### src/rtl/stack_controller.sv
// stack_controller: multicycle Moore control unit for the stack-machine datapath.
// Each instruction runs a fixed 3-6 state sequence that starts and ends at FETCH.
//
// Ports:
//   clk            system clock, rising-edge
//   rst            synchronous active-high reset; forces all outputs low while high
//   opc[2:0]       opcode from IR[7:5], sampled in DECODE, POP1 and EXEC only
//   pcWriteUnCond  unconditional PC load
//   pcWriteCond    PC load gated by the datapath zero flag
//   IorD           memory address select (0 = PC, 1 = IR[4:0])
//   memRead        memory read strobe
//   memWrite       memory write strobe (A -> mem[IR[4:0]])
//   IRWrite        load IR from memory
//   MtoS           stack din select (0 = ALU result reg, 1 = MDR)
//   push, pop      stack push / pop
//   tos            present top-of-stack without popping
//   ldA, ldB       load A / B from stackOut
//   srcA           ALU A select (0 = PC, 1 = A)
//   srcB           ALU B select (0 = B, 1 = constant 1)
//   pcSrc          PC input select (0 = ALU result, 1 = IR[4:0])
//   aluOp[1:0]     00 ADD, 01 SUB, 10 AND, 11 NOT(A)
//   done           one-cycle pulse in the last state of each instruction
module stack_controller (
    input  logic       clk,
    input  logic       rst,
    input  logic [2:0] opc,
    output logic       pcWriteUnCond,
    output logic       pcWriteCond,
    output logic       IorD,
    output logic       memRead,
    output logic       memWrite,
    output logic       IRWrite,
    output logic       MtoS,
    output logic       push,
    output logic       pop,
    output logic       tos,
    output logic       ldA,
    output logic       ldB,
    output logic       srcA,
    output logic       srcB,
    output logic       pcSrc,
    output logic [1:0] aluOp,
    output logic       done
);

    typedef enum logic [3:0] {
        StFetch  = 4'd0,
        StDecode = 4'd1,
        StPop1   = 4'd2,
        StPop2   = 4'd3,
        StExec   = 4'd4,
        StStwb   = 4'd5,
        StMemRd  = 4'd6,
        StMdrWb  = 4'd7,
        StMemWr  = 4'd8,
        StJmp    = 4'd9,
        StJz     = 4'd10
    } state_e;

    state_e state_q, state_d;

    always_ff @(posedge clk) begin
        if (rst) begin
            state_q <= StFetch;
        end else begin
            state_q <= state_d;
        end
    end

    // Next-state logic; encodings 11-15 and unexpected opcodes fall back to FETCH.
    always_comb begin
        state_d = StFetch;
        case (state_q)
            StFetch: state_d = StDecode;
            StDecode: begin
                case (opc)
                    3'b100:  state_d = StMemRd;
                    3'b110:  state_d = StJmp;
                    3'b111:  state_d = StJz;
                    default: state_d = StPop1;
                endcase
            end
            StPop1: begin
                case (opc)
                    3'b000, 3'b001, 3'b010: state_d = StPop2;
                    3'b011:                 state_d = StExec;
                    3'b101:                 state_d = StMemWr;
                    default:                state_d = StFetch;
                endcase
            end
            StPop2:  state_d = StExec;
            StExec:  state_d = StStwb;
            StMemRd: state_d = StMdrWb;
            default: state_d = StFetch;
        endcase
    end

    // Moore output decode; rst overrides the decode so nothing strobes during reset.
    always_comb begin
        pcWriteUnCond = 1'b0;
        pcWriteCond   = 1'b0;
        IorD          = 1'b0;
        memRead       = 1'b0;
        memWrite      = 1'b0;
        IRWrite       = 1'b0;
        MtoS          = 1'b0;
        push          = 1'b0;
        pop           = 1'b0;
        tos           = 1'b0;
        ldA           = 1'b0;
        ldB           = 1'b0;
        srcA          = 1'b0;
        srcB          = 1'b0;
        pcSrc         = 1'b0;
        aluOp         = 2'b00;
        done          = 1'b0;
        if (!rst) begin
            case (state_q)
                StFetch: begin
                    // PC <= PC + 1 in parallel with the instruction read.
                    memRead       = 1'b1;
                    IRWrite       = 1'b1;
                    srcB          = 1'b1;
                    pcWriteUnCond = 1'b1;
                end
                StDecode: tos = 1'b1;
                StPop1: begin
                    pop = 1'b1;
                    ldA = 1'b1;
                end
                StPop2: begin
                    pop = 1'b1;
                    ldB = 1'b1;
                end
                StExec: begin
                    srcA  = 1'b1;
                    aluOp = (opc == 3'b011) ? 2'b11 : opc[1:0];
                end
                StStwb: begin
                    push = 1'b1;
                    done = 1'b1;
                end
                StMemRd: begin
                    IorD    = 1'b1;
                    memRead = 1'b1;
                end
                StMdrWb: begin
                    MtoS = 1'b1;
                    push = 1'b1;
                    done = 1'b1;
                end
                StMemWr: begin
                    IorD     = 1'b1;
                    memWrite = 1'b1;
                    done     = 1'b1;
                end
                StJmp: begin
                    pcSrc         = 1'b1;
                    pcWriteUnCond = 1'b1;
                    done          = 1'b1;
                end
                StJz: begin
                    pcSrc       = 1'b1;
                    pcWriteCond = 1'b1;
                    done        = 1'b1;
                end
                default: ;
            endcase
        end
    end

endmodule

### config.mk
export PLATFORM = sky130hd
export DESIGN_NAME = stack_controller
export DESIGN_NICKNAME = d
export VERILOG_FILES = /design/src/rtl/stack_controller.sv
export SDC_FILE = /design/constraint.sdc
export NUM_CORES = 1
export LEC_CHECK = 0
export BUFFER_PORTS_ARGS = -buffer_cell sky130_fd_sc_hd__buf_2
export CAP_MARGIN = 20
export CORE_AREA = 2 2 39 41
export CTS_CLUSTER_SIZE = 25
export DETAILED_ROUTE_END_ITERATION = 16
export DIE_AREA = 0 0 41 43
export PLACE_DENSITY = 0.75
export SETUP_SLACK_MARGIN = 0.5
export SYNTH_ARGS = -nofsm -noshare
export SYNTH_HDL_FRONTEND = slang
export SYNTH_SLANG_ARGS = --single-unit
### constraint.sdc
create_clock -name clk -period 3 [get_ports clk]
set_clock_uncertainty 0.15 [all_clocks]
set_input_delay 0.3 -clock clk [delete_from_list [all_inputs] [get_ports clk]]
set_output_delay 0.3 -clock clk [all_outputs]
set_load 0.05 [all_outputs]
# == Word level (Yosys, flattened, before mapping) ==
# Index checks and enable logic that the tools add are counted.
# word_totals
ff_bits,4
input_bits,5
elab_cells,64
# classes
n_eq_ne,17
n_mux,36
n_reduce_logical,10
# op_table
op,n
two-way mux 1 bit,30
case mux 4 bit (3 select lines),2
case mux 4 bit (6 select lines),1
"== test 4 x 3 -> 1 bit, second input constant",4
"== test 3 bit, second input constant",4
"== test 4 bit, second input constant",3
OR reduction 2 bit,6
"== test 4 x 2 -> 1 bit, second input constant",2
"== test 3 x 2 -> 1 bit, second input constant",2
two-way mux 2 bit,3
OR reduction 5 bit,1
"== test 4 x 1 -> 1 bit, second input constant",1
zero test 4 bit,1
"== test 3 x 1 -> 1 bit, second input constant",1
zero test 3 bit,1
OR reduction 3 bit,1

# == Logic depth before layout (Yosys ltp) ==
# logic_depth
depth_word,4
depth_mapped,4

# == Worst setup path after synthesis ==
# Ideal clock, no wire load.
# synth_timing
kind,flip-flop to output port
startpoint,reg state_q[1]
endpoint,out srcB
arrival_ns,2.223
path_slack_ns,0.327
stages_incl_launch_ff,4
n_path_buf,1
cell_sequence,dfxtp_1 or3_4 nor3_1 buf_4
# synth_via
elab_chain_cells,3
# synth_rtl
element,line_no,rtl
from (decl),60,"state_e state_q, state_d;"
from (signal assigned),64,state_q <= StFetch;
from (signal assigned),66,state_q <= state_d;
zero test 4 bit,n/a,
two-way mux 1 bit (2 in series),n/a,
to (decl),40,"output logic srcB,"
# Every way passes these cells.

# == Final worst setup path ==
# layout_timing
startpoint,reg state_q[0]
endpoint,out aluOp[0]
# layout_via
elab_chain_cells,3
# layout_rtl
element,line_no,rtl
== test 4 x 3 -> 1 bit,118,case (state_q)
two-way mux 2 bit,118,
two-way mux 2 bit,117,if (!rst) begin
to (decl),42,"output logic [1:0] aluOp,"
# Every way passes these cells.

==> results.toml <==
[status]
status = "finished clean"

[cts]
clock_latency_ns = 0.23
root_buffer = "clkbuf_4"
worst_setup_hold_path_clk_slew_ns = 0.04
ctsResizeCount = 0
cts_setup_buffers = 0
clock_sinks = 4
cts_hold_buffers = 0
cts_tree = "done"
htreeDepth = 1
numCtsBuffers = 3
clockBufferDepth = 2

[worst_setup_path]
cp_cell_sequence = "or3_4 -> nor3b_4 -> and2_1 -> buf_2"
cp.required_ns = 2.55
startpoint_type = "register"
critPathMaxStageDelay_ns = 0.49
reg2reg_depth = 3
critPathCaptureType = "primary output"
critPathKind = "reg2out"
crit_slowest_cell = "or3_4"
critPathMaxFanout = 17
crit_arrival_ns = 1.81

[sta]
worst_pin_slew_ns = 0.735
fin_tns_setup_ns = 0
drv_slew = 0
hold_violations = 0
slew_headroom_pct = 51.0
period_needed_ns = 2.26
finalSetupViolations = 0
max_freq_mhz = 443
holdWs_ns = 0.227
fin_crit_sh_pct = 75.3
rsz0062_at_grt = "false"

[routing]
via_per_inst = 5.67
drt-pass1-iter-count = 4
wl_mm = 1.15
num_vias = 561
dr.first_iter.drc_count = 9
antenna_left = 0
wire_per_inst_um = 11.6
drc = 0

[min_path]
hold_path.class = "in2reg"
hold_depth = 3

[grt]
grt_use_total_pct = 14.3
grt_pass1_vias = 445
overflow = 0
antenna_found_initial = 0
grt_pass1_wl_mm = 1.75
grt_max_degree = 18

[synth]
yosysTopAreaCellShare_pct = 15.8
netlist_area_sq_um = 507
synth_area_leader_cell = "dfxtp_1"
ys.flop_type = "dfxtp_1"
yosysWarningCount = 0
synth_edf_count = 0
synth_seq_area_share_pct = 15.8
synthCells = 66
synth_cell_types = 30
avgSynthCellArea_sq_um = 7.68
async_reset_ff_share_pct = 0
ys_ff_latch = 4
syn_nets = 71
synth.top_cells.by_area = "dfxtp_1 (16%), nand3b_1 (5.9%), nor4b_2 (5.9%), and2_1 (4.9%), nand2b_1 (4.9%)"

[power_and_ir_drop]
p_per_area_nw_per_um2 = 470
peakVddDrop_mv = 0.213
p_leak_nw = 0.285

[place]
finalWeightedCongestion = 0.786
place.port_buffers = 22
dp_hpwl_um = 827

[finish]
reg_top3 = "state_q (4)"
largest-register = "state_q"
antenna-diode-count = 0
finalNetCount = 90
seq_area_sq_um = 80.1
layout_commonest_cell = "buf_2"
fillers = 146
drive_gt1_share_pct = 41.0
multi_input_area_sq_um = 397
largest_reg_flops = 4
area_delta_synth_final_pct = 25.7

[floorplan]
die_y_um = 43
chipWidth_um = 41
start_util_pct = 36.6
die_area_sq_um = 1760
core-area_sq_um = 1380
pin_count = 23
num_rows = 14

[flow_run]
cap_violations = 0
## kinds of logic after synthesis
family	after synthesis	share of synthesized area [%]
AOI/OAI and AO/OA	12	16.5
buffers and inverters	10	10.6
DFF	4	15.8
and+or+nand+nor	37	51.8
xor gates and xnor gates	3	5.19
## per-stage QoR
step	power [mW]	setup WS, ns	util (%)	instance area [sq um]	std cells
2_1_floorplan	0.212	0.575	-	531	66
3_3_place_gp	0.233	0.993	44.4	614	96
3_5_place_dp	0.235	0.986	44.4	614	96
4_1_cts	0.304	0.733	46.0	637	99
5_1_grt	0.319	0.587	46.0	637	99
6_report	0.299	0.741	46.0	637	99
## worst paths after layout
path	start	to	slack, ns
worst max-delay path	state_q[0]	aluOp[0]	0.74
worst min-delay path	opc[2]	state_q[3]	0.23
worst max register to register	state_q[0]	state_q[2]	1.32
worst min register to register	state_q[1]	state_q[2]	0.70
## per-layer routing
layer  GRT usage (%)  routed length [um]  up-vias
met5               0                   0        -
met4            10.0                  16        0
met3            1.57                  73        2
met2            21.9                 567       24
met1            17.6                 489      258
li1                -                   -      277
## worst max-delay path: cells and delay by family (launching register included)
| kind | cells | cell delay, ns |
|---|---|---|
| simple gates | 3 | 0.85 |
| flops | 1 | 0.48 |
| buf+inv | 1 | 0.25 |
## synth_stat cells, drive strengths merged (3+ instances only)
master	number
nand3b	4
a21oi	4
nor2b	3
dfxtp	4
and2	4
buf	6
nor4	4
nand2b	4
nor3	5
## layout make-up
| type | instances | area share (%) |
|---|---|---|
| clock buffers | 3 | 3.54 |
| multi-input cells | 52 | 62.3 |
| repair buffers | 22 | 17.3 |
| flip-flops and latches | 4 | 12.6 |
| well taps | 16 | 3.14 |
| inverters | 2 | 1.18 |
## where the power goes
group,internal [mW],switching [mW]
Combinational,0.0501,0.0972
Clock,0.0446,0.0203
Sequential,0.0595,0.0277
Total,0.154,0.145
No activity file was read; power rests on OpenSTA's default activity.
